**src/rtl/mem_burst_pkg.sv**
```systemverilog
// Shared types for the burst memory reader: access-size codes, FSM states,
// buffered word format and the size-to-length decode.
package mem_burst_pkg;

    typedef enum logic [1:0] {
        SIZE_1W  = 2'b00,
        SIZE_4W  = 2'b01,
        SIZE_8W  = 2'b10,
        SIZE_16W = 2'b11
    } access_size_e;

    typedef enum logic [1:0] {
        IDLE,
        ISSUE,
        RECV,
        DRAIN
    } state_e;

    typedef struct packed {
        logic [31:0] data;
        logic [31:0] addr;
        logic        last;
    } fifo_entry_t;

    function automatic logic [4:0] burst_len(input logic [1:0] size);
        case (size)
            SIZE_1W:  return 5'd1;
            SIZE_4W:  return 5'd4;
            SIZE_8W:  return 5'd8;
            default:  return 5'd16;
        endcase
    endfunction

endpackage

```
**src/rtl/mem_burst_reader_fifo.sv**
```systemverilog
// Word buffer between the memory responder and the fetch stage; clear drops
// every entry at the next edge.
module burst_fifo
    import mem_burst_pkg::*;
#(
    parameter int unsigned DEPTH = 16,
    localparam int unsigned AW = $clog2(DEPTH),
    localparam int unsigned CW = AW + 1
) (
    input  logic          clock,
    input  logic          reset_n,
    input  logic          clear,
    input  logic          push,
    input  fifo_entry_t   push_entry,
    input  logic          pop,
    output fifo_entry_t   head,
    output logic          empty,
    output logic [CW-1:0] free_count
);

    fifo_entry_t   mem [DEPTH];
    logic [AW-1:0] wr_ptr;
    logic [AW-1:0] rd_ptr;
    logic [CW-1:0] count;
    logic          do_push;
    logic          do_pop;

    function automatic logic [AW-1:0] next_ptr(input logic [AW-1:0] p);
        return (32'(p) == DEPTH - 1) ? '0 : p + AW'(1);
    endfunction

    assign do_push    = push && (count != CW'(DEPTH));
    assign do_pop     = pop && (count != '0);
    assign empty      = (count == '0);
    assign free_count = CW'(DEPTH) - count;
    assign head       = mem[rd_ptr];

    always_ff @(posedge clock or negedge reset_n) begin
        if (!reset_n) begin
            wr_ptr <= '0;
            rd_ptr <= '0;
            count  <= '0;
        end else if (clear) begin
            wr_ptr <= '0;
            rd_ptr <= '0;
            count  <= '0;
        end else begin
            if (do_push) wr_ptr <= next_ptr(wr_ptr);
            if (do_pop)  rd_ptr <= next_ptr(rd_ptr);
            case ({do_push, do_pop})
                2'b10:   count <= count + CW'(1);
                2'b01:   count <= count - CW'(1);
                default: count <= count;
            endcase
        end
    end

    always_ff @(posedge clock) begin
        if (do_push && !clear) mem[wr_ptr] <= push_entry;
    end

endmodule

```
**src/rtl/mem_burst_reader.sv**
```systemverilog
// Burst read initiator: issues one read burst per accepted line-fill request
// and buffers returned words for the fetch stage.
module mem_burst_reader
    import mem_burst_pkg::*;
#(
    parameter logic [31:0] base_addr  = 32'h80020000,
    parameter int unsigned FIFO_DEPTH = 16
) (
    input  logic        clock,
    input  logic        reset_n,
    input  logic        req_valid,
    output logic        req_ready,
    input  logic [31:0] req_addr,
    input  logic [1:0]  req_size,
    input  logic        flush,
    output logic [31:0] mem_address,
    output logic [1:0]  mem_access_size,
    output logic        mem_rw,
    output logic        mem_enable,
    input  logic        mem_busy,
    input  logic [31:0] mem_data_out,
    output logic        out_valid,
    input  logic        out_ready,
    output logic [31:0] out_data,
    output logic [31:0] out_addr,
    output logic        out_last
);

    localparam int unsigned CW = $clog2(FIFO_DEPTH) + 1;

    state_e        state, state_next;
    logic [31:0]   addr_q, addr_d;
    logic [1:0]    size_q, size_d;
    logic [4:0]    len_q, len_d;
    logic [4:0]    k_q, k_d;
    logic          accept;
    logic          push;
    logic          pop;
    logic          fifo_empty;
    logic [CW-1:0] free_count;
    fifo_entry_t   push_entry;
    fifo_entry_t   head;
    logic          unused_addr_bits;

    assign unused_addr_bits = ^req_addr[1:0];

    // Whole-burst space is reserved up front because mem_busy cannot be throttled.
    assign req_ready = (state == IDLE) && !flush
                    && (32'(free_count) >= 32'(burst_len(req_size)));
    assign accept    = req_valid && req_ready;

    assign mem_address     = addr_q;
    assign mem_access_size = size_q;
    assign mem_rw          = 1'b1;
    assign mem_enable      = (state == ISSUE);

    always_ff @(posedge clock or negedge reset_n) begin
        if (!reset_n) begin
            state  <= IDLE;
            addr_q <= base_addr;
            size_q <= '0;
            len_q  <= '0;
            k_q    <= '0;
        end else begin
            state  <= state_next;
            addr_q <= addr_d;
            size_q <= size_d;
            len_q  <= len_d;
            k_q    <= k_d;
        end
    end

    always_comb begin
        state_next = state;
        addr_d     = addr_q;
        size_d     = size_q;
        len_d      = len_q;
        k_d        = k_q;
        push       = 1'b0;
        case (state)
            IDLE: begin
                if (accept) begin
                    state_next = ISSUE;
                    addr_d     = {req_addr[31:2], 2'b00};
                    size_d     = req_size;
                    len_d      = burst_len(req_size);
                    k_d        = '0;
                end
            end
            ISSUE: state_next = flush ? DRAIN : RECV;
            RECV: begin
                if (mem_busy) begin
                    push = !flush;
                    k_d  = k_q + 5'd1;
                end
                if (mem_busy && (k_q == len_q - 5'd1)) state_next = IDLE;
                else if (flush)                        state_next = DRAIN;
            end
            DRAIN: begin
                if (mem_busy) begin
                    k_d = k_q + 5'd1;
                    if (k_q == len_q - 5'd1) state_next = IDLE;
                end
            end
            default: state_next = IDLE;
        endcase
    end

    assign push_entry = '{data: mem_data_out,
                          addr: addr_q + {25'b0, k_q, 2'b00},
                          last: (k_q == len_q - 5'd1)};
    assign pop        = out_ready && !fifo_empty;

    burst_fifo #(.DEPTH(FIFO_DEPTH)) u_fifo (
        .clock      (clock),
        .reset_n    (reset_n),
        .clear      (flush),
        .push       (push),
        .push_entry (push_entry),
        .pop        (pop),
        .head       (head),
        .empty      (fifo_empty),
        .free_count (free_count)
    );

    assign out_valid = !fifo_empty;
    assign out_data  = fifo_empty ? '0 : head.data;
    assign out_addr  = fifo_empty ? '0 : head.addr;
    assign out_last  = fifo_empty ? 1'b0 : head.last;

endmodule

```
**config.mk**
```make
export PLATFORM = sky130hd
export DESIGN_NAME = mem_burst_reader
export DESIGN_NICKNAME = d
export VERILOG_FILES = /design/src/rtl/mem_burst_pkg.sv /design/src/rtl/mem_burst_reader_fifo.sv /design/src/rtl/mem_burst_reader.sv
export SDC_FILE = /design/constraint.sdc
export NUM_CORES = 1
export LEC_CHECK = 0
export BUFFER_PORTS_ARGS = -buffer_cell sky130_fd_sc_hd__buf_2
export CAP_MARGIN = 40
export CORE_ASPECT_RATIO = 0.75
export CORE_MARGIN = 1
export CORE_UTILIZATION = 50
export DETAILED_ROUTE_END_ITERATION = 7
export HOLD_SLACK_MARGIN = 0.05
export PLACE_DENSITY = 0.69
export SLEW_MARGIN = 5
export SYNTH_ARGS = -nofsm -noshare
export SYNTH_HDL_FRONTEND = slang
export SYNTH_SLANG_ARGS = --single-unit
```
**constraint.sdc**
```tcl
create_clock -name clock -period 7.3 [get_ports clock]
set_clock_uncertainty 0.05 [all_clocks]
set_input_delay 0.365 -clock clock [delete_from_list [all_inputs] [get_ports clock]]
set_output_delay 0.365 -clock clock [all_outputs]
set_load 0.03 [all_outputs]
```
# Word-level counts from Yosys, hierarchy flattened
# Memory sizes are Yosys's and may differ from the RTL's.
# Cells that the tools add are included.
[word_totals] ramBits=1040 mem_count=1 reg_bits=57 output_inout_bits=103 inputBits=72 wordCells=82
[mem_list] memory="u_fifo.mem" depth=16 width=65 rd=1 rd_ports_with_merged_regs=0 wr=1 line_no="mem_burst_reader_fifo.sv:21" source="fifo_entry_t mem [DEPTH];"
[classes] magnitude_cmp=1 mux=26 add_sub_neg=8 eq_ne=16 n_reduce_logical=22
[ops] cell="32-bit two-way mux" n=2
[ops] cell="32-bit by 7-bit adder with 32-bit output" n=1
[ops] cell="4-bit two-way mux" n=6
[ops] cell="5-bit case mux with 2 select lines" n=2
[ops] cell="5-bit two-way mux" n=3
[ops] cell="5-bit case mux with 3 select lines" n=1
[ops] cell="5-bit by 1-bit adder with 5-bit output (second input constant)" n=2
[ops] cell="2-bit two-way mux" n=5
[ops] cell="5-bit by 1-bit subtractor with 5-bit output (second input constant)" n=2
[ops] cell="4-bit by 1-bit adder with 4-bit output (second input constant)" n=2
[ops] cell="2-bit equality test (second input constant)" n=4
[ops] cell="4-bit equality test (second input constant)" n=2
[ops] cell="1-bit logical AND" n=8
[ops] cell="2-bit case mux with 4 select lines" n=1
[ops] cell="2-bit by 1-bit equality test with 1-bit output (second input constant)" n=3
[ops] cell="1-bit two-way mux" n=6
[ops] cell="2-bit nonzero test" n=3
[ops] cell="5-bit equality test" n=1
[ops] cell="5-bit greater-or-equal comparator" n=1
[ops] cell="5-bit zero test" n=1
[ops] cell="5-bit != test (second input constant)" n=1
[ops] cell="5-bit nonzero test" n=1
[ops] cell="5-bit subtractor (first input constant)" n=1
[ops] cell="2-bit zero test" n=2
[ops] cell="9 further kinds" n=12

# Longest topological paths before layout
# Gate-level depths: netlist of run 1.
[logic_depth] depth_word=7 ltp_mapped=14 depth_no_buf=13

# Modules after synthesis
# Synthesis of run 1 repeated with hierarchy kept, for this count alone.
[unflattened] hier_cells=2306 area_unflattened_um2=43995.9
[by_module_without_submodules] mod="burst_fifo" cells_per_inst=1991 instances=1 seq_area_each_um2=31555.3 area_each_um2=40836.7
[by_module_without_submodules] mod="mem_burst_reader" cells_per_inst=315 instances=1 seq_area_each_um2=1078.5 area_each_um2=3159.3

# Least setup slack after synthesis of run 1
# OpenSTA, ideal clock, no wires.
[synth_timing] path_type="flip-flop to flip-flop" from="reg u_fifo.count[0]" to="mem u_fifo.mem[7][0] (netlist name) (enable)" required_time_ns=6.689 n_path_buf=1 setup_slack_ns=0.710 path_stages_with_launch=8 setup_ns=0.561 period_less_slack_ns=6.590 arrival_time_ns=5.979 cell_sequence="dfrtp_1 > inv_1 > ha_1 > nor3b_1 > ha_1 > or4_4 > buf_6 > nor3_1"
[synth_between] elab_chain_len=5
[synth_lines] element="start, declared" line_no="mem_burst_reader_fifo.sv:24" source="logic [CW-1:0] count;"
[synth_lines] element="start signal, assigned" line_no="mem_burst_reader_fifo.sv:51" source="2'b10: count <= count + CW'(1);"
[synth_lines] element="start signal, assigned" line_no="mem_burst_reader_fifo.sv:52" source="2'b01: count <= count - CW'(1);"
[synth_lines] element="start signal, assigned" line_no="mem_burst_reader_fifo.sv:53" source="default: count <= count;"
[synth_lines] element="5-bit != test" line_no="mem_burst_reader_fifo.sv:32" source="assign do_push = push && (count != CW'(DEPTH));"
[synth_lines] element="1-bit logical AND" line_no="mem_burst_reader_fifo.sv:32"
[synth_lines] element="1-bit logical AND" line_no="mem_burst_reader_fifo.sv:59" source="if (do_push && !clear) mem[wr_ptr] <= push_entry;"
[synth_lines] element="1-bit two-way mux" line_no="mem_burst_reader_fifo.sv:59"
[synth_lines] element="1-bit two-way mux (implied by the code)" line_no="mem_burst_reader_fifo.sv:59"
[synth_lines] element="end, declared" line_no="mem_burst_reader_fifo.sv:21"
# Every way passes these cells.

# Worst setup path in the final report of run 1
[layout_timing] from="reg u_fifo.count[0]" to="out out_addr[4]"
[layout_between] elab_chain_len=2
[layout_lines] element="5-bit zero test" line_no="mem_burst_reader_fifo.sv:34" source="assign empty = (count == '0);"
[layout_lines] element="32-bit two-way mux" line_no="mem_burst_reader.sv:128" source="assign out_addr = fifo_empty ? '0 : head.addr;"
[layout_lines] element="end, declared" line_no="mem_burst_reader.sv:25" source="output logic [31:0] out_addr,"
# Every way passes these cells.

==> results.yml, run 1 <==
grt:
  grt-busiest-layer: "met2"
  grt_max_degree: 134
  grt_overflow_total: 0
  grt_use_met3: 0.0348
  grtUsageMet2: 0.354
  grt_pass1_wl_um: 133000
  grt_pass1_vias: 20700
  grt_usage: 0.216
  met1_usage: 0.312
  antenna_found_initial: 2
logic_synthesis:
  ys_seq_elements: 1064
  netlist_top_cells_count: "edfxtp_1 (1008), mux4_2 (252), mux2i_1 (126)"
  synthArstFlopShare: 0.0526
  synth.area.top_cells: "edfxtp_1 (73%), mux4_2 (14%), dfrtp_1 (3.2%), mux2i_1 (3.0%), nand2_1 (1.1%)"
  synthFlopType: "edfxtp_1"
  yosys_warnings: 0
  synth_cell_type_count: 54
  synth_seq_area_share: 0.761
  synth_top_area_cell: "edfxtp_1"
  netlist_instances: 1964
  avgSynthCellArea_um2: 21.2
  synth_top_cell_area_share: 0.727
  syn_area_um2: 41600
  synth-edff-count: 1008
  synth.most_common_cell: "edfxtp_1"
final_layout:
  drive_gt1_frac: 0.281
  synthToLayoutAreaGrowth_pct: 15.3
  nNetsFinal: 2359
  design_area_um2: 48000
  nFillCells: 5848
  antenna_cells: 0
  final_cells: 3461
placed_design:
  placed_area_um2: 44200
  place_congestion: 0.805
  dp.final_hpwl_um: 46200
  dp_cells: 3210
  numPortBuffers: 167
die:
  row_count: 91
  pin_count: 175
  start_util: 0.505
  die_w_um: 335
  core-area_um2: 82300
  die-area_um2: 84400
  die_y_um: 252
pwr:
  seq_power_share: 0.468
  ir_drop_uv: 210
  clkPwrFrac: 0.322
  p_int_w: 0.0112
  pwr-share-comb: 0.210
  p_leak_nw: 15.5
  p_sw_w: 0.00432
  powerDensity_nw_per_um2: 323
  switching_share: 0.278
worst_setup_path:
  cp-end-kind: "primary output"
  crit_path_start_kind: "flop"
  required_ps: 6880
  r2r_slack_ps: 3300
  reg2reg_to: "u_fifo.mem[1][9]"
  path_class: "flop to primary output"
  crit_slowest_cell: "buf_4"
  slowest_delay_ps: 690
  reg2regPathDepth: 8
  critPathMaxFanout: 34
  worstPathCellList: "inv_1 -> ha_1 -> nor3b_1 -> ha_1 -> inv_1 -> nand2_4 -> buf_4 -> o22ai_1 -> buf_2"
  r2r_start: "u_fifo.count[0]"
  cp_top_family: "buffers and inverters"
  crit_buf_inv: 4
  critPathArrivalTime_ps: 3960
sta:
  timing.final.crit_share: 0.599
  setup_viol: 0
  rsz0062_at_grt: "no"
  hold_viol_final: 0
  period_needed_ps: 4370
  worstMarginPinSlew_ps: 978
  timing.fmax_ghz: 0.229
  fin_tns_setup_ps: 0
  slew_violations: 0
  slew-limit-headroom: 0.348
hold_path:
  hp-start: "out_ready"
  min_to: "u_fifo.rd_ptr[1]"
  whs_path_depth: 4
  min_path_type: "primary input to flop"
clock_network:
  clk_pin_slew_ps: 60
  clock-root-buffer: "clkbuf_16"
  h-tree-depth: 3
  cts_max_path_buffers: 3
  postCtsSetupBuffers: 0
  cts_tree: "yes"
  worstSkewPairLatency_ps: 650
  clock_sinks: 1064
  numCtsBuffers: 100
route:
  wl_per_cell_um: 26.1
  ant_nets: 0
  vias: 20300
  remaining_drc_errors: 0
  drt-initial-drc-count: 2030
  first_pass_iters: 5
  wirelength_um: 90300
  vias_per_cell: 5.88
run_status:
  status: "finished, final reports clean"
job:
  maxCapViolCount: 0
==> cell families after synthesis <==
logic type      count (synthesis)  share of synthesized area
other cells                     2                   0.000180
compound gates                107                     0.0161
mux                           382                      0.168
xor+xnor                       40                    0.00842
buf+inv                       121                     0.0132
simple gates                  224                     0.0254
fa+ha+maj                      24                    0.00758
flops                        1064                      0.761
==> worst register-to-register path, delay by kind of cell, from the launching register on <==
kind          cells  cell delay [ps]
fa+ha+maj         2              460
buf+inv           2              860
flops             1              410
simple gates      4             1800
==> worst max-delay path by stage <==
stage                    start                end  slack [ps]  cells after the start
2_1_floorplan  u_fifo.count[0]   u_fifo.mem[7][0]         710                      7
3_3_place_gp   u_fifo.count[0]  u_fifo.mem[0][60]        3430                      8
3_5_place_dp   u_fifo.count[0]  u_fifo.mem[1][11]        3300                      8
4_1_cts        u_fifo.count[0]       out_addr[30]        2890                      9
5_1_grt        u_fifo.count[0]       out_addr[30]        2720                      9
6_report       u_fifo.count[0]        out_addr[4]        2930                      9
==> metal layers <==
metal,part of all wire,vias to the layer above,routed length [µm]
met4,0.015,0,1330
met2,0.50,716,44800
met1,0.43,10800,38400
met3,0.064,109,5780
li1,-,8690,-
met5,0,-,0
==> per-stage QoR <==
stage          setup slack (ps)   util  power, W  hold WS [ps]
5_1_grt                    2720  0.583    0.0161          92.4
2_1_floorplan               710      -   0.00959          19.4
3_5_place_dp               3300  0.536    0.0106           421
4_1_cts                    2890  0.583    0.0156          74.8
6_report                   2930  0.583    0.0155           128
3_3_place_gp               3430  0.532    0.0105           404
==> timing repair <==
action | CTS | global route
endpoints found under the setup margin | 0 | 0
gates resized for setup | 0 | 0
hold buffers | 67 | 0
hold endpoints to repair | 608 | 0
==> layout by cell type, fill, tap and decap left out, drive strengths merged, types with 3 or more instances in the layout <==
| cell | synthesis | routed |
|---|---|---|
| a21o | 4 | 4 |
| a21oi | 16 | 16 |
| and2 | 11 | 11 |
| and3 | 8 | 8 |
| and4 | 4 | 4 |
| buf | 66 | 232 |
| bufinv | 0 | 7 |
| clkbuf | 39 | 130 |
| clkinv | 0 | 43 |
| conb | 2 | 5 |
| dfrtp | 54 | 54 |
| dlygate4sd3 | 0 | 67 |
| edfxtp | 1008 | 1008 |
| ha | 22 | 22 |
| inv | 16 | 19 |
| mux2 | 4 | 4 |
| mux2i | 126 | 126 |
| mux4 | 252 | 252 |
| nand2 | 125 | 125 |
| nand2b | 3 | 3 |
| nand3 | 14 | 14 |
| nand4 | 8 | 8 |
| nor2 | 29 | 29 |
| nor2b | 3 | 3 |
| nor3 | 6 | 6 |
| nor4 | 5 | 5 |
| o21ai | 12 | 12 |
| o22ai | 64 | 64 |
| o31ai | 4 | 4 |
| xnor2 | 29 | 29 |
| xor2 | 11 | 11 |
==> flip-flops by register name, indices dropped and copies added, names as in the netlist <==
name and flops:
len_q 4, mem_access_size 2, mem_address 30, u_fifo.rd_ptr 4, u_fifo.count 5, u_fifo.mem 1008, k_q 5, state 2
u_fifo.wr_ptr 4
==> area by class of cell <==
type	count	area, µm²	area share
flip-flops and latches	1064	31700	0.661
multi-input cells	782	9470	0.197
clock buffers	130	2710	0.0565
repair buffers	299	2210	0.0461
well taps	1116	1400	0.0291
clock inverters	54	434	0.00905
inverters	16	60.1	0.00125
==> power groups by stage <==
stage                     Sequential [W]  Clock (W)  Combinational [W]
after CTS                        0.00725    0.00508            0.00331
final                            0.00725    0.00499            0.00326
after global routing             0.00727    0.00530            0.00350
after detailed placement         0.00738          0            0.00327
after floorplan                  0.00741          0            0.00217
after global placement           0.00740          0            0.00311
(Power assumes the default switching activity.)
==> run 2: changes to the inputs <==
--- a/config.mk
+++ b/config.mk
@@ -12,7 +12,7 @@
 export CORE_UTILIZATION = 50
 export DETAILED_ROUTE_END_ITERATION = 7
 export HOLD_SLACK_MARGIN = 0.05
-export PLACE_DENSITY = 0.69
+export PLACE_DENSITY = 0.71
 export SLEW_MARGIN = 5
 export SYNTH_ARGS = -nofsm -noshare
 export SYNTH_HDL_FRONTEND = slang
==> constraint.sdc (replaced) <==
create_clock -name clock -period 4 [get_ports clock]
set_clock_uncertainty 0.05 [all_clocks]
set_input_delay 0.2 -clock clock [delete_from_list [all_inputs] [get_ports clock]]
set_output_delay 0.2 -clock clock [all_outputs]
set_load 0.03 [all_outputs]
==> run 2 against run 1 <==
Net effect:
- combinational power grew 91%
- critical path depth fell by 4
- register-to-register slack lost 2700 ps
- count of clock-buffer cells in the layout down 2
- wire length is 0.82% higher
- critical endpoint is now out_addr[29]
- hold slack worse by 27 ps
- non-clock buffer count rose by 46
- die area unchanged
- clock power up 84%
- via count up 1.2%
- highest routed layer is now met5
- total power is 85% higher
- final cell count grew 1.3%
==> results.yml, run 2 (synthesized netlist as in run 1, its figures left out) <==
die:
  row_count: 91
  core-area_um2: 82300
  pin_count: 175
  die-area_um2: 84400
  start_util: 0.505
  die_y_um: 252
  die_w_um: 335
sta:
  timing.final.crit_share: 0.891
  setup_viol: 0
  rsz0062_at_grt: "no"
  hold_viol_final: 0
  slew-limit-headroom: 0.503
  timing.fmax_ghz: 0.281
  worstMarginPinSlew_ps: 745
  slew_violations: 0
  fin_tns_setup_ps: 0
  setup_ws_ps: 435
  whs_ps: 101
  period_needed_ps: 3560
clock_network:
  cts_tree: "yes"
  cts_max_path_buffers: 3
  worstSkewPairLatency_ps: 670
  cts_hold_buf: 78
  cts.repair.resized: 0
  clock_sinks: 1064
  clock-root-buffer: "clkbuf_16"
  h-tree-depth: 3
  numCtsBuffers: 100
  postCtsSetupBuffers: 0
  clk_pin_slew_ps: 70
worst_setup_path:
  path_class: "flop to primary output"
  required_ps: 3750
  cp-end-kind: "primary output"
  critPathArrivalTime_ps: 3310
  crit_path_start_kind: "flop"
  critPathMaxFanout: 41
route:
  first_pass_iters: 7
  ant_nets: 0
  wl_per_cell_um: 26.0
  drt-initial-drc-count: 2086
  vias_per_cell: 5.87
  vias: 20600
  remaining_drc_errors: 0
  wirelength_um: 91100
final_layout:
  antenna_cells: 0
  final_cells: 3507
  final_common_cell: "edfxtp_1"
  drive_gt1_frac: 0.289
  largest_register_ffs: 1008
  finalCoreUtilization: 0.592
  nNetsFinal: 2405
  top_register: "u_fifo.mem"
  mostFrequentLayoutCells: "edfxtp_1 (1008), mux4_2 (252), buf_2 (167)"
  synthToLayoutAreaGrowth_pct: 17.1
hold_path:
  min_path_type: "primary input to flop"
placed_design:
  dp_cells: 3244
  dp.final_hpwl_um: 50500
  numPortBuffers: 167
  place_congestion: 0.788
  pre_cts_ws_ps: 689
pwr:
  powerDensity_nw_per_um2: 589
  ir_drop_uv: 446
  p_leak_nw: 15.8
grt:
  antenna_found_initial: 4
  grt_usage: 0.219
  grt_pass1_vias: 21100
  grt_overflow_total: 0
  grt_max_degree: 60
  grt_pass1_wl_um: 136000
job:
  maxCapViolCount: 0
run_status:
  status: "finished, final reports clean"
## run 2: cell type report
class                           instances  area [µm²]
Fill cell                            5698       33600
Sequential cell                      1064       31700
Multi-Input combinational cell        782        9480
Timing Repair Buffer                  345        2950
Clock buffer                          128        2670
Tap cell                             1116        1400
Clock inverter                         56         489
Inverter                               16        60.1
## run 2: per-stage QoR
| step | total power, W | area [µm²] |
|---|---|---|
| after CTS | 0.0289 | 48700 |
| final | 0.0287 | 48700 |
| after global placement | 0.0195 | 44700 |
| after global routing | 0.0297 | 48700 |
| after detailed placement | 0.0197 | 44800 |
| after floorplan | 0.0175 | 41600 |
## run 2: layer usage
layer	global-route usage	part of all wire	vias up
li1	-	-	8802
met1	0.308	0.42	10900
met2	0.362	0.50	702
met3	0.0400	0.062	126
met4	0.0468	0.018	6
met5	0	0.00037	-
## run 2: power by group
| group | total [W] | switching, W | internal [W] | leakage [nW] |
|---|---|---|---|---|
| sequential | 0.0133 | 0.000317 | 0.0129 | 9.87 |
| clock | 0.00920 | 0.00397 | 0.00523 | 1.54 |
| combinational | 0.00624 | 0.00380 | 0.00244 | 4.41 |
| total | 0.0287 | 0.00808 | 0.0206 | 15.8 |
## run 2: worst max-delay path: stages (launching register included)
cell     delay (ps)
dfrtp_4         890
buf_12          390
mux4_2          570
mux2i_1         240
o22ai_1         250
buf_2           250
## run 2: worst paths after layout
path	start	to	slack, ps	depth (start not counted)
min reg2reg	mem_address[4]	mem_address[4]	470	2
max	u_fifo.rd_ptr[0]	out_addr[29]	440	5
min in group asynchronous	reset_n	mem_address[14]	170	3
min	req_valid	mem_address[29]	100	5
max in group asynchronous	reset_n	u_fifo.rd_ptr[1]	3170	3
max reg2reg	u_fifo.count[0]	mem_address[28]	590	13
